### src/rtl/piso_tx_pkg.sv
// Purpose : shared types and sizing helpers for the piso_tx serial transmitter.
// Latency : n/a (package only).
// Backpressure : n/a (package only).
package piso_tx_pkg;

  // Transmitter FSM: waiting for a word, or shifting one out.
  typedef enum logic {
    IDLE  = 1'b0,
    SHIFT = 1'b1
  } tx_state_t;

  // Width of a counter that must hold 0..n-1.
  // The result is never below 1 bit, so n=1 and n=2 still get a real register.
  function automatic int cnt_w(input int n);
    return (n <= 2) ? 1 : $clog2(n);
  endfunction

endpackage

### src/rtl/piso_tx_bit_timer.sv
// Purpose : modulo-CLKS_PER_BIT tick counter that paces one serial bit period.
// Latency : tick is decoded from the registered count (no input-to-output path).
// Backpressure : none; it counts whenever en=1 and holds at 0 while clr=1.
//
// Ports:
//   clk  - system clock
//   rst  - synchronous active-high reset, clears the count
//   en   - advance the count this cycle
//   clr  - force the count back to 0 (takes priority over en)
//   tick - high while the count sits at its terminal value CLKS_PER_BIT-1
module bit_timer
  import piso_tx_pkg::*;
#(
  parameter int CLKS_PER_BIT = 4
) (
  input  logic clk,
  input  logic rst,
  input  logic en,
  input  logic clr,
  output logic tick
);

  localparam int TW = cnt_w(CLKS_PER_BIT);
  localparam logic [TW-1:0] TERM = TW'(CLKS_PER_BIT - 1);

  logic [TW-1:0] tick_cnt_q;
  logic [TW-1:0] tick_cnt_d;

  // With CLKS_PER_BIT=1 the count is pinned at 0 == TERM, so tick is always high.
  assign tick = (tick_cnt_q == TERM);

  always_comb begin
    tick_cnt_d = tick_cnt_q;
    if (clr) begin
      tick_cnt_d = '0;
    end else if (en) begin
      // Wrap on the terminal value so the count never passes CLKS_PER_BIT-1.
      tick_cnt_d = tick ? '0 : tick_cnt_q + TW'(1);
    end
  end

  always_ff @(posedge clk) begin
    if (rst) begin
      tick_cnt_q <= '0;
    end else begin
      tick_cnt_q <= tick_cnt_d;
    end
  end

endmodule

### src/rtl/piso_tx.sv
// Purpose : parallel-in/serial-out transmitter; one WIDTH-bit word per frame, one strobe per bit.
// Latency : first bit on ser_o the cycle after the handshake; done_o on the WIDTH-th strobe.
// Backpressure : ready_o is high only in IDLE; valid_i while a frame is in progress is ignored.
//
// Ports:
//   clk, rst  - system clock, synchronous active-high reset
//   data_i    - word to send, captured only on valid_i && ready_o
//   valid_i   - data_i is valid
//   ready_o   - transmitter idle and able to accept a word
//   abort_i   - abandon the current frame (no effect while idle)
//   ser_o     - serial data, IDLE_LEVEL when not transmitting
//   strb_o    - one-cycle pulse telling the receiver to shift ser_o in
//   busy_o    - frame in progress
//   done_o    - one-cycle pulse coinciding with the final bit's strobe
module piso_tx
  import piso_tx_pkg::*;
#(
  parameter int   WIDTH        = 8,
  parameter int   CLKS_PER_BIT = 4,
  parameter int   MSB_FIRST    = 1,
  parameter logic IDLE_LEVEL   = 1'b0
) (
  input  logic             clk,
  input  logic             rst,
  input  logic [WIDTH-1:0] data_i,
  input  logic             valid_i,
  output logic             ready_o,
  input  logic             abort_i,
  output logic             ser_o,
  output logic             strb_o,
  output logic             busy_o,
  output logic             done_o
);

  localparam int BW = cnt_w(WIDTH);
  localparam logic [BW-1:0] LAST_BIT = BW'(WIDTH - 1);

  tx_state_t        state_q;
  tx_state_t        state_d;
  logic [WIDTH-1:0] shreg_q;
  logic [WIDTH-1:0] shreg_d;
  logic [BW-1:0]    bit_cnt_q;
  logic [BW-1:0]    bit_cnt_d;

  logic in_shift;
  logic tick;
  logic timer_clr;

  assign in_shift = (state_q == SHIFT);

  // The timer idles at 0 outside SHIFT, so a new frame always starts a fresh
  // bit period; an abort also rewinds it so the next frame is aligned.
  assign timer_clr = !in_shift || abort_i;

  bit_timer #(
    .CLKS_PER_BIT (CLKS_PER_BIT)
  ) u_bit_timer (
    .clk  (clk),
    .rst  (rst),
    .en   (in_shift),
    .clr  (timer_clr),
    .tick (tick)
  );

  always_comb begin
    state_d   = state_q;
    shreg_d   = shreg_q;
    bit_cnt_d = bit_cnt_q;
    strb_o    = 1'b0;
    done_o    = 1'b0;

    case (state_q)
      IDLE: begin
        // ready_o is implied by being in IDLE.
        if (valid_i) begin
          shreg_d   = data_i;
          bit_cnt_d = '0;
          state_d   = SHIFT;
        end
      end

      SHIFT: begin
        if (abort_i) begin
          // Abort masks the strobe in the same cycle, so the receiver never
          // shifts on an abandoned bit, and it overrides a coincident last bit.
          state_d   = IDLE;
          shreg_d   = '0;
          bit_cnt_d = '0;
        end else if (tick) begin
          strb_o = 1'b1;
          // Move the next bit toward the output end; the vacated end fills with 0.
          if (MSB_FIRST != 0) begin
            shreg_d = {shreg_q[WIDTH-2:0], 1'b0};
          end else begin
            shreg_d = {1'b0, shreg_q[WIDTH-1:1]};
          end
          if (bit_cnt_q == LAST_BIT) begin
            done_o    = 1'b1;
            bit_cnt_d = '0;
            state_d   = IDLE;
          end else begin
            bit_cnt_d = bit_cnt_q + BW'(1);
          end
        end
      end

      default: begin
        state_d = IDLE;
      end
    endcase
  end

  always_ff @(posedge clk) begin
    if (rst) begin
      state_q   <= IDLE;
      shreg_q   <= '0;
      bit_cnt_q <= '0;
    end else begin
      state_q   <= state_d;
      shreg_q   <= shreg_d;
      bit_cnt_q <= bit_cnt_d;
    end
  end

  assign ready_o = (state_q == IDLE);
  assign busy_o  = in_shift;
  assign ser_o   = in_shift ? ((MSB_FIRST != 0) ? shreg_q[WIDTH-1] : shreg_q[0])
                            : IDLE_LEVEL;

endmodule

### config.mk
export PLATFORM = sky130hd
export DESIGN_NAME = piso_tx
export DESIGN_NICKNAME = d
export VERILOG_FILES = /design/src/rtl/piso_tx_pkg.sv /design/src/rtl/piso_tx_bit_timer.sv /design/src/rtl/piso_tx.sv
export SDC_FILE = /design/constraint.sdc
export NUM_CORES = 1
export LEC_CHECK = 0
export CAP_MARGIN = 20
export CORE_MARGIN = 1
export CORE_UTILIZATION = 51
export CTS_CLUSTER_DIAMETER = 150
export DETAILED_ROUTE_END_ITERATION = 8
export GPL_TIMING_DRIVEN = 0
export HOLD_SLACK_MARGIN = 0.05
export PLACE_DENSITY_LB_ADDON = 0.25
export SLEW_MARGIN = 20
export SYNTH_ARGS = -nofsm -noshare
export SYNTH_HDL_FRONTEND = slang
export SYNTH_SLANG_ARGS = --single-unit
### constraint.sdc
create_clock -name clk -period 3.5 [get_ports clk]
set_input_delay 1.05 -clock clk [delete_from_list [all_inputs] [get_ports clk]]
set_output_delay 1.05 -clock clk [all_outputs]
set_load 0.02 [all_outputs]
* Word level (Yosys, flattened, before mapping)
Cells that the tools add are included.
** Storage, ports and cells
- Register bits after elaboration :: 14
- Output and inout port bits :: 5
** Operators by class
- Add/sub/neg operators :: 2
- Equal/unequal tests :: 4
- Mux-type cells :: 23
- Bitwise operators :: 1
- Reductions and logical operators :: 4
** Operator list (count)
- 8-bit two-way mux :: 3
- 8-bit case mux with 2 select lines :: 1
- 1-bit two-way mux :: 12
- 3-bit two-way mux :: 4
- 3-bit case mux with 2 select lines :: 1
- 3-bit by 1-bit adder with 3-bit output (second input constant) :: 1
- 3-bit equality test (second input constant) :: 1
- 3-bit by 2-bit inequality test with 1-bit output (second input constant) :: 1
- 2-bit by 1-bit adder with 2-bit output (second input constant) :: 1
- 2-bit equality test (second input constant) :: 1
- 2-bit two-way mux :: 1
- 2-bit inequality test (second input constant) :: 1
- 1-bit case mux with 2 select lines :: 1
- 2-bit AND reduction :: 1
- 2-bit OR reduction :: 1
- 1-bit zero test :: 1
- 1-bit logical OR :: 1
- 1-bit inverter :: 1

* Longest topological paths before layout
Gate-level depths: netlist (run 1).
- Depth in word-level cells :: 5
- Mapped depth :: 6

* By module
From an unflattened synthesis (run 1), not the netlist that was laid out.
** Unflattened totals
- Cell total of the unflattened synthesis :: 87
- Area, all modules :: 725.7 um^2
** By module, submodules not included
- piso_tx :: instances 1, cells an instance 79, area each 630.6 um^2, seq. area each 240.2 um^2
- bit_timer :: instances 1, cells an instance 8, area each 95.1 um^2, seq. area each 40.0 um^2

* Worst setup path before layout (run 1)
No wires, ideal clock.
- Path type :: input -> output
- Start :: input abort_i
- End :: output done_o
- Arrival time :: 1539 ps
- Path slack :: 911 ps
- Stages on the path :: 2
- Buffers on the path :: 0
- Cell sequence :: nor2b_1 and3_1
** Between the ends
- Word-level cells in the longest chain between the ends :: 2
** Ends and longest elaborated chain
- start, declared :: line piso_tx.sv:28 : input logic abort_i,
- 1-bit two-way mux :: line piso_tx.sv:83 : if (abort_i) begin
- 1-bit two-way mux :: line piso_tx.sv:72 : case (state_q)
- end, declared :: line piso_tx.sv:32 : output logic done_o
Every way passes these cells.

* Final worst setup path (run 1)
Ends and elaborated chain as after synthesis.

==> results of run 1 <==
[registers in the layout, indices dropped and copies added (netlist names)]
signal / flops
bit_cnt_q: 3
busy_o: 1
shreg_q: 8
u_bit_timer.tick_cnt_q: 2
[through the flow]
stage | setup slack [ns] | power, W | hold WS (ns)
after CTS | 0.0205 | 0.000359 | 0.440
after detailed placement | -0.154 | 0.000241 | 0.427
after global placement | -0.139 | 0.000239 | 0.411
after floorplan | 0.911 | 0.000214 | 0.405
after global routing | 0.200 | 0.000368 | 0.450
final | 0.239 | 0.000358 | 0.432
[path summary, 6_finish.rpt]
check                                          startpoint                         to  slack [ns]  cells past startpoint
worst max-delay path                              abort_i                     done_o        0.24                      4
worst min-delay path            u_bit_timer.tick_cnt_q[0]  u_bit_timer.tick_cnt_q[0]        0.43                      1
worst max register to register  u_bit_timer.tick_cnt_q[0]                 shreg_q[1]        2.09                      5
worst min register to register  u_bit_timer.tick_cnt_q[0]  u_bit_timer.tick_cnt_q[0]        0.43                      1
[power groups by stage]
stage	clock [W]	combinational [W]	sequential [W]
finish	0.000120	0.0000649	0.000174
CTS	0.000121	0.0000647	0.000174
global route	0.000122	0.0000707	0.000175
floorplan	0	0.0000369	0.000178
detailed placement	0	0.0000630	0.000178
global placement	0	0.0000619	0.000177
[repair_timing]
action | in CTS | in global routing
buffers inserted | 1 | 0
setup endpoints to repair | 2 | 1
resized for setup | 2 | 1
[cell usage in the layout (no fill, tap or decap), types with 3 or more instances in the layout]
| cell | n |
|---|---|
| sky130_fd_sc_hd__dfxtp_1 | 14 |
| sky130_fd_sc_hd__nor2_1 | 4 |
| sky130_fd_sc_hd__o221a_1 | 7 |
| sky130_fd_sc_hd__a21oi_1 | 17 |
| sky130_fd_sc_hd__inv_1 | 15 |
| sky130_fd_sc_hd__clkdlybuf4s50_1 | 14 |
| sky130_fd_sc_hd__clkbuf_4 | 3 |
| sky130_fd_sc_hd__ha_1 | 3 |
[synthesized netlist by cell type]
library cell               instances  share of area
sky130_fd_sc_hd__a21oi_1          17           0.11
sky130_fd_sc_hd__and2_1            2          0.017
sky130_fd_sc_hd__and3_1            1         0.0085
sky130_fd_sc_hd__buf_2             2          0.014
sky130_fd_sc_hd__buf_4             1          0.010
sky130_fd_sc_hd__clkbuf_1          2          0.010
sky130_fd_sc_hd__clkbuf_2          1         0.0068
sky130_fd_sc_hd__clkinv_1          1         0.0051
sky130_fd_sc_hd__dfxtp_1          14           0.38
sky130_fd_sc_hd__ha_1              3          0.051
sky130_fd_sc_hd__inv_1            15          0.076
sky130_fd_sc_hd__mux2i_1           1          0.014
sky130_fd_sc_hd__nand2_1           2          0.010
sky130_fd_sc_hd__nand2b_1          1         0.0085
sky130_fd_sc_hd__nand3_1           2          0.014
sky130_fd_sc_hd__nand4b_1          1          0.012
sky130_fd_sc_hd__nor2_1            4          0.020
sky130_fd_sc_hd__nor2_4            1          0.015
sky130_fd_sc_hd__nor2b_1           2          0.017
sky130_fd_sc_hd__nor3b_1           1          0.010
sky130_fd_sc_hd__nor3b_4           1          0.025
sky130_fd_sc_hd__nor4_1            1         0.0085
sky130_fd_sc_hd__o21ai_0           2          0.014
sky130_fd_sc_hd__o221a_1           7           0.11
sky130_fd_sc_hd__o32a_1            1          0.014
sky130_fd_sc_hd__o32ai_2           1          0.022
[critical path, cell delays in order]
cell and delay (ns):
sky130_fd_sc_hd__clkdlybuf4s50_1 0.49, sky130_fd_sc_hd__nor2b_2 0.19, sky130_fd_sc_hd__and3_1 0.16, sky130_fd_sc_hd__dlygate4sd2_1 0.32
[layout make-up]
type                            instances  area (um2)
Clock buffer                            4        36.3
Buffer                                  6        30.0
Sequential cell                        14         280
Timing Repair Buffer                   17         169
Inverter                               16        60.1
Multi-Input combinational cell         51         373
Tap cell                               15        18.8
Fill cell                             111         367
[logic make-up after synthesis]
| logic type | Yosys count | synth area share |
|---|---|---|
| adder cells (fa/ha/maj) | 3 | 0.0507 |
| AND/OR/NAND/NOR | 19 | 0.166 |
| flip-flops | 14 | 0.378 |
| AO/OA/AOI/OAI | 28 | 0.270 |
| multiplexers | 1 | 0.0135 |
| buffers and inverters | 22 | 0.122 |
[layer usage]
metal | up-vias | part of all wire | track usage
met5 | - | 0 | 0
met3 | 5 | 0.034 | 0.0333
met1 | 306 | 0.44 | 0.268
li1 | 342 | - | -
met2 | 14 | 0.51 | 0.387
met4 | 0 | 0.022 | 0.129
==> out/summary.md, run 1 <==
The run finished with clean final reports. The timing-limited maximum frequency is 307 MHz, and the total leakage power is 0.432 nW. The floorplan die area is 1610 um2, and the net count after synthesis is 102.

In this run the clock root is driven by a sky130_fd_sc_hd__clkbuf_4. After detailed routing, the total wire length is 1.60 mm. Number of antenna violations at the first check in global routing: 0. The first detailed-routing pass took 4 iterations. The logs give 0 ns for the sum of negative setup slack and 0.555 for the starting density of the core. The placed wire-length estimate was 1.10 mm; the total of buffers placed on input and output ports was 16. The run gives 0 as the warning count from the yosys run.

The tools report the final RePlAce weighted congestion as 0.755. The share of final-layout standard cells stronger than drive strength 1 was 0.120. STA classifies the critical path startpoint as an input port.

The endpoint type of the worst setup path was a primary output. The tools report the count of antenna-violating nets left after detailed routing as 0. The logs give 3 for the TritonCTS buffer count and 0 for the total congestion overflow after global routing. The number of hold buffers added after CTS was 0. The die boundary height was 40.1 um. The utilization after layout is 0.725, and the switching power as a share of total power is 0.258.

The arrival time reported for the critical path endpoint is 2.21 ns. In the final routed layout, each cell accounts on average for 13.0 um. The first global-routing pass estimated 2.40 mm of wire. The clock share of power was 0.333; the final hold violation count was 0. In the routed layout, each cell is associated on average with a via count of 5.42. The first-iteration detailed-routing DRC count was 22.

Internal power comes to 0.000266 W. For the total clock sinks, the log shows 14. For the total placed cells including tap cells, the log shows 118. Aggregate global-route resource usage: 0.227. For the number of standard cells in the layout, taps in and fillers out, the log shows 123. The count of antenna diodes in the layout is 0. After detailed routing, the number of remaining DRC violations is 0. In this run the mean area of a mapped cell was 8.51 um2. Setup repair after global routing left no endpoint under its margin. The count of pins on the block boundary is 17. The sequential-to-total area share from yosys stat is 0.378, and the transition time of the tightest slew-check pin is 0.488 ns. The power density relative to cell area was 371 nW/um2; the area of the mapped netlist was 741 um2. The routed layout has 667 vias. Across the VDD grid, the largest voltage drop is 0.276 mV. Area overhead of the layout relative to synthesis: 30.6%.

TritonCTS built the clock tree. No sink is reached through more buffers than the 2 on the longest clock path. For the number of pins exceeding their max-slew limit in the final report, the log shows 0. The tightest min-delay check is of the reg -> reg type.

The critical-path maximum fanout came out at 3. The run gives 0 as the number of failing setup endpoints in the final timing report. The part of the total power dissipated in sequential elements is 0.486, and the area of the placeable core is 1330 um2.

The net count of the finished layout is 124. The CTS clock-pin slew for the worst setup and hold paths is 0.08 ns. Width of the die: 40.1 um. The class of the most critical setup path is in -> out. Counting flops and latches in the post-synthesis netlist gives 14. The via count of the first global-routing pass is 573, and the switching component of the power is 0.0000926 W. After floorplanning, the core was divided into 13 placement rows. The share of the cycle needed by the critical path after routing is 0.932. On the final layout, the worst clock skew is 0.00274 ns. The combinational fraction of design power was 0.181; the relative slew slack was 0.675. Synthesis instantiated 26 different standard cells from the library. After routing the design area is 967 um2. The H-tree depth was 1. The clock period could shrink to 3.26 ns. The max-capacitance violation count is 0, and the maximum number of pins on one net before global-route repair is 11. The run gives 87 as the gate count after technology mapping. The clock latency on the worst-skew pair is 0.29 ns, and the placed cell area is 920 um2.

The worst path required time came out at 2.45 ns.
No activity file was read; power rests on OpenSTA's default activity.
==> inputs of run 2 (changes only) <==
--- a/config.mk
+++ b/config.mk
@@ -6,8 +6,9 @@
 export NUM_CORES = 1
 export LEC_CHECK = 0
 export CAP_MARGIN = 20
+export CORE_ASPECT_RATIO = 1.4
 export CORE_MARGIN = 1
-export CORE_UTILIZATION = 51
+export CORE_UTILIZATION = 30
 export CTS_CLUSTER_DIAMETER = 150
 export DETAILED_ROUTE_END_ITERATION = 8
 export GPL_TIMING_DRIVEN = 0
==> out/summary.md, run 2 (synthesis results as in run 1) <==
The share of the cycle needed by the critical path after routing came out at 0.943 (+0.0116). For the first-iteration detailed-routing DRC count, the log shows 10 (-55%). Setup repair after global routing left no endpoint under its margin.

Number of pins exceeding their max-slew limit in the final report: 0 (unchanged). The critical-path maximum fanout was 5 (+2); the first-pass GRT wire length was 2.70 mm (+13%). The count of antenna diodes in the layout is 0 (unchanged).

The total routed wire length on the met1 layer was 763 um (+9.5%); the transition time of the tightest slew-check pin was 0.474 ns (-0.0135 ns). The run gives 0.199 ns (-0.0408 ns) as the final worst-path setup slack. Compared with the post-synthesis result, the final layout area differs by 30.9%. In the layout the commonest cells are 17 x sky130_fd_sc_hd__a21oi_1, 15 x sky130_fd_sc_hd__inv_1, 14 x sky130_fd_sc_hd__dfxtp_1, 14 x sky130_fd_sc_hd__clkdlybuf4s50_1, 7 x sky130_fd_sc_hd__o221a_1.

The logs give 20 (+7) for the row count and 11 (unchanged) for the maximum number of pins on one net before global-route repair. The tools report the worst setup slack for register-to-register paths as 2.07 ns (-0.02 ns). After detailed routing, no signal wire sits above met4. The arrival time reported for the critical path endpoint came out at 2.25 ns (+0.04 ns). The average detailed-routed wire length per instance is 12.4 um (-4.9%), and the total of buffers placed on input and output ports is 16 (unchanged).

The via count of the first global-routing pass came out at 607 (+5.9%). The total iterations of the first detailed-routing run is 6 (+2), and the CTS clock-pin slew for the worst setup and hold paths is 0.09 ns (about the same). The tools report the endpoint type of the worst setup path as a primary output. The tools report the number of hold buffers added after CTS as 0 (unchanged). Worst path required time: 2.45 ns (about the same).

The area of the placeable core is 2250 um2 (+69%). The die boundary height came out at 60.8 um (+52%). The most common cell after layout, fill and taps aside is sky130_fd_sc_hd__a21oi_1. The worst register-to-register path begins at u_bit_timer.tick_cnt_q[0].

The combinational fraction of design power was 0.181 (about the same). The flow ran to the end, and the final reports show no timing, DRC or antenna violations. TritonCTS built the clock tree. The part of the total power dissipated in sequential elements was 0.490 (+0.004).

The placed wire-length estimate was 1.12 mm (+2.3%); the switching power as a share of total power was 0.254 (-0.00451). The buffer depth of the longest clock path was 2 (unchanged); the number of flip-flops under the largest register name was 8 (unchanged). For the worst slack at placement, the log shows -0.170 ns (-0.0168 ns).

For the via count, the log shows 646 (-3.1%). For the number of failing setup endpoints in the final timing report, the log shows 0 (unchanged). The width of the die is 44.0 um (+9.7%), and the DRC violation count after routing is 0 (unchanged). The total of fill cells in the finished design was 233 (+110%); the number of antenna violations at the first check in global routing was 0 (unchanged). By startpoint and endpoint, the worst setup path is classified as in -> out. The logs give 0.136 (-0.0913) for the aggregate global-route resource usage and 1 (unchanged) for the H-tree depth. The cell count of the worst hold path was 1 (unchanged); the max-capacitance violation count was 0 (unchanged). The most flop-heavy register was shreg_q.

The share of final-layout standard cells stronger than drive strength 1 was 0.112 (-0.00822); the wire length on met3 was 57 um (+3.6%). The clock tree skew after final layout is 0.00851 ns (+0.00577 ns), and the routed length on met2 is 761 um (-6.0%). In the final layout, the registers with the most flip-flops are shreg_q x8, bit_cnt_q x3, u_bit_timer.tick_cnt_q x2. The clock latency on the worst-skew pair is 0.28 ns (about the same), and the internal power of the cells is 0.000265 W (-0.14%). The final hold violation count is 0 (unchanged).

The endpoint of the worst hold-timing path was u_bit_timer.tick_cnt_q[0]. The average vias per placed instance was 5.01 (-7.7%). In this run the worst hold path is classified as reg -> reg. Total leakage power: 0.415 nW (-4.0%).

The end of the worst register-to-register path was shreg_q[6]. The timing-limited maximum frequency was 303 MHz (-1.2%); the power density relative to cell area was 367 nW/um2 (-0.99%). Clock share of power: 0.329 (-0.004). The tools report the TritonCTS buffer count as 3 (unchanged).

STA classifies the critical path startpoint as an input port. Critical hold path startpoint: u_bit_timer.tick_cnt_q[0]. The time the final worst path needs with I/O delays and setup came out at 3.30 ns (+0.0408 ns). The tree is rooted in a sky130_fd_sc_hd__clkbuf_4. The relative slew slack is 0.684 (+0.00901), and the length in cells of the worst reg-to-reg path is 5 (unchanged). The switching component of the power is 0.0000903 W (-2.5%), and the total wire length after detailed routing is 1.59 mm (-0.31%). The logs give 123 (-0.81%) for the number of nets in the final layout and 2670 um2 (+66%) for the floorplan die area. Total clock sinks: 14 (unchanged).

The starting density of the core is 0.329 (-0.226), and the smallest hold slack is 0.434 ns (+0.00245 ns). The count of antenna-violating nets left after detailed routing was 0 (unchanged); the count of pins on the block boundary was 17 (unchanged). The total congestion overflow after global routing came out at 0 (unchanged).

The post-CTS setup buffer count is 0 (-1), and the highest ir drop seen on vdd is 0.226 mV (-18%). The run gives 0.739 (-2.1%) as the final RePlAce weighted congestion.
==> run 2: power by group through the flow <==
stage | sequential [W] | clock [W] | combinational, W
after global routing | 0.000176 | 0.000133 | 0.0000713
final | 0.000174 | 0.000117 | 0.0000645
after detailed placement | 0.000178 | 0 | 0.0000633
after floorplan | 0.000178 | 0 | 0.0000369
after global placement | 0.000177 | 0 | 0.0000629
after CTS | 0.000174 | 0.000122 | 0.0000649
==> run 2: layout make-up <==
| class | instances | area (um2) | share of cell area |
|---|---|---|---|
| Buffer | 6 | 30.0 | 0.0310 |
| Multi-Input combinational cell | 51 | 378 | 0.390 |
| Tap cell | 22 | 27.5 | 0.0284 |
| Sequential cell | 14 | 280 | 0.289 |
| Clock buffer | 4 | 36.3 | 0.0374 |
| Timing Repair Buffer | 16 | 158 | 0.163 |
| Inverter | 16 | 60.1 | 0.0619 |
==> run 2: layer usage <==
layer | up-vias | GRT usage
met5 | - | 0
met4 | 0 | 0.0390
met3 | 2 | 0.0357
met2 | 12 | 0.222
met1 | 292 | 0.177
li1 | 340 | -
==> run 2: what timing repair did <==
action / in CTS / in global routing
endpoints found under the hold margin: 0 / 0
gates resized for setup: 4 / 0
endpoints found under the setup margin: 2 / 0
==> run 2: critical path, cell delays in order <==
cell	delay [ns]
sky130_fd_sc_hd__clkdlybuf4s50_1	0.52
sky130_fd_sc_hd__nor2b_4	0.20
sky130_fd_sc_hd__and3_1	0.16
sky130_fd_sc_hd__dlygate4sd2_1	0.32
==> run 2: worst max-delay path by stage <==
stage	to	cells past startpoint	start
floorplan	done_o	2	abort_i
global placement	done_o	4	abort_i
detailed placement	done_o	4	abort_i
CTS	done_o	4	abort_i
global route	done_o	4	abort_i
finish	done_o	4	abort_i
==> run 2: stage by stage <==
stage	cells	cell area (um2)	util	total power (W)	TNS, ns
detailed placement	125	928	0.412	0.000241	-0.319
finish	129	970	0.431	0.000356	0
floorplan	87	741	-	0.000214	0
global placement	125	928	0.412	0.000240	-0.292
CTS	129	970	0.431	0.000361	0
global route	129	970	0.431	0.000380	0
==> inputs of run 3 (changes only) <==
--- a/config.mk
+++ b/config.mk
@@ -7,7 +7,7 @@
 export LEC_CHECK = 0
 export CAP_MARGIN = 20
 export CORE_ASPECT_RATIO = 1.4
-export CORE_MARGIN = 1
+export CORE_MARGIN = 2
 export CORE_UTILIZATION = 30
 export CTS_CLUSTER_DIAMETER = 150
 export DETAILED_ROUTE_END_ITERATION = 8
==> out/summary.md, run 3 (synthesis results as in run 1) <==
The run finished with clean final reports. In this run the critical register-to-register path is launched from u_bit_timer.tick_cnt_q[0]. From synthesis to final layout, the design area changed by 30.4%. The most flop-heavy register was shreg_q. The run gives 0.0908 mV (-60%) as the highest ir drop seen on vdd. The critical-path maximum fanout works out to 5 (unchanged).

The worst path required time is 2.45 ns (about the same). For the total congestion overflow after global routing, the log shows 0 (unchanged). Total iterations of the first detailed-routing run: 4 (-2).

The tools report the endpoint type of the worst setup path as a primary output. The tools report the final RePlAce weighted congestion as 0.720 (-2.5%). Area of all placed cells without fillers: 966 um2 (-0.39%).

The tools report the first-pass GRT wire length as 2.75 mm (+1.6%). Cell at the slowest stage of the critical path: sky130_fd_sc_hd__clkdlybuf4s50_1. The number of flip-flops under the largest register name came out at 8 (unchanged). The first-iteration detailed-routing DRC count was 1 (-9); the clock tree skew after final layout was 0.00236 ns (-0.00615 ns).

The share of the cycle needed by the critical path after routing was 0.947 (+0.00342). The tools report the post-CTS setup buffer count as 0 (unchanged). The tools report the smallest hold slack as 0.436 ns (+0.00172 ns). The number of pins exceeding their max-slew limit in the final report came out at 0 (unchanged).

In this run the worst setup path begins at abort_i. The run gives 1 (unchanged) as the H-tree depth. The relative slew slack is 0.696 (+0.0125). Number of hold buffers added after CTS: 0 (unchanged). The logs give 302 MHz (-0.36%) for the timing-limited maximum frequency and 0 (unchanged) for the max-capacitance violation count. The starting density of the core is 0.313 (-0.0157), and the power density relative to cell area is 372 nW/um2 (+1.4%).

The run gives 1.63 mm (+2.4%) as the total wire length after detailed routing. The placed wire-length estimate came out at 1.21 mm (+7.8%). Maximum number of pins on one net before global-route repair: 11 (unchanged). The number of resized instances in the post-cts repair step is 3 (-1), and the CTS clock-pin slew for the worst setup and hold paths is 0.09 ns (about the same). Setup repair after global routing left no endpoint under its margin. Following the worst setup path forward leads to its endpoint at done_o. The aggregate global-route resource usage came out at 0.127 (-0.00830). The number of failing setup endpoints in the final timing report was 0 (unchanged). The transition time of the tightest slew-check pin works out to 0.456 ns (-0.0187 ns).

The total of buffers placed on input and output ports is 16 (unchanged), and the via count of the first global-routing pass is 684 (+13%). The largest registers in the layout are shreg_q x8, bit_cnt_q x3, u_bit_timer.tick_cnt_q x2. Via count: 679 (+5.1%).

For the overall power consumption, the log shows 0.000359 W (+1.0%). Class of the tightest hold or removal check: reg -> reg. The tools report the count of antenna-violating nets left after detailed routing as 0 (unchanged). The number of antenna violations at the first check in global routing is 0 (unchanged). TritonCTS built the clock tree.

For the sum of negative setup slack, the log shows 0 ns (unchanged). For the total placed cells including tap cells, the log shows 126 (+0.80%). Leaving out fill and tap cells, the most frequent cells in the layout are 17 x sky130_fd_sc_hd__a21oi_1, 15 x sky130_fd_sc_hd__inv_1, 14 x sky130_fd_sc_hd__dfxtp_1, 14 x sky130_fd_sc_hd__clkdlybuf4s50_1, 7 x sky130_fd_sc_hd__o221a_1.

The final hold violation count is 0 (unchanged), and the length in cells of the worst reg-to-reg path is 5 (unchanged). The tools report the number of nets in the final layout as 123 (unchanged). The most common cell after layout, fill and taps aside is sky130_fd_sc_hd__a21oi_1. The logs give 0.29 ns (about the same) for the clock latency on the worst-skew pair and 3 (unchanged) for the TritonCTS buffer count. The end of the worst register-to-register path is shreg_q[2]. The logs give 17 (unchanged) for the count of pins on the block boundary and 2360 um2 (+5.0%) for the area of the placeable core. Cell at the root of the clock tree: sky130_fd_sc_hd__clkbuf_4. Class of the most critical setup path: in -> out.

The buffer depth of the longest clock path was 2 (unchanged). The arrival time reported for the critical path endpoint was 2.26 ns (about the same); the highest cell delay on the worst timing path was 0.49 ns (-0.03 ns). Row count: 21 (+5.0%). The time the final worst path needs with I/O delays and setup works out to 3.31 ns (+0.0120 ns). The width of the die works out to 46.0 um (+4.5%). The worst setup path is launched from an input port. The average detailed-routed wire length per instance is 12.6 um (+1.7%).

The die boundary height works out to 62.8 um (+3.3%). The share of final-layout standard cells stronger than drive strength 1 was 0.112 (unchanged). For the number of standard cells in the layout, taps in and fillers out, the log shows 130 (+0.78%). The floorplan die area was 2890 um2 (+8.0%). The run gives 0 (unchanged) as the count of antenna diodes in the layout. The signal on the critical path passes through clkdlybuf4s50_1 -> nor2b_2 -> and3_1 -> dlygate4sd2_1. The total clock sinks was 14 (unchanged); the total leakage power was 0.413 nW (-0.46%).

The worst setup slack for register-to-register paths is 2.09 ns (+0.02 ns). The average vias per placed instance is 5.22 (+4.3%), and the placed cell area is 930 um2 (+0.13%). The DRC violation count after routing was 0 (unchanged).
run 3: cell counts in the layout (fill, tap and decap cells not counted):
No cell type changed its count.
run 3: critical path, delay by kind of cell:
family / cells / cell delay, ns
and+or+nand+nor: 2 / 0.39
buffers and inverters: 2 / 0.81
run 3: per-layer routing:
layer  vias up  GRT usage  routed length [um]  part of all wire
li1        345          -                   -                 -
met1       320      0.127                 660              0.40
met2        10      0.227                 889              0.54
met3         4     0.0173                  44             0.027
met4         0     0.0786                  40             0.024
met5         -          0                   0                 0
run 3: worst min path at each step:
stage | from | endpoint | slack (ns) | cells past startpoint
after floorplan | u_bit_timer.tick_cnt_q[0] | u_bit_timer.tick_cnt_q[0] | 0.41 | 1
after global placement | u_bit_timer.tick_cnt_q[0] | u_bit_timer.tick_cnt_q[0] | 0.41 | 1
after detailed placement | u_bit_timer.tick_cnt_q[0] | u_bit_timer.tick_cnt_q[0] | 0.42 | 1
after CTS | u_bit_timer.tick_cnt_q[0] | u_bit_timer.tick_cnt_q[0] | 0.44 | 1
after global routing | u_bit_timer.tick_cnt_q[0] | u_bit_timer.tick_cnt_q[0] | 0.45 | 1
final | u_bit_timer.tick_cnt_q[0] | u_bit_timer.tick_cnt_q[0] | 0.44 | 1
run 3: final cells by class:
class / count / area [um2]
buffer: 6 / 30.0
clock buffer: 4 / 36.3
fill: 247 / 1400
inverter: 16 / 60.1
multi-input combinational: 51 / 373
sequential: 14 / 280
tap: 23 / 28.8
timing repair buffer: 16 / 158
run 3: report_power, final:
group,internal [W],total (W),switching (W)
registers,0.000169,0.000174,0.00000522
clock network,0.0000635,0.000121,0.0000580
logic,0.0000326,0.0000636,0.0000309
run 3: stage by stage:
step | util | worst slack (ns)
global route | 0.408 | 0.110
finish | 0.408 | 0.187
global placement | 0.393 | -0.179
detailed placement | 0.393 | -0.178
floorplan | - | 0.911
CTS | 0.408 | 0.173
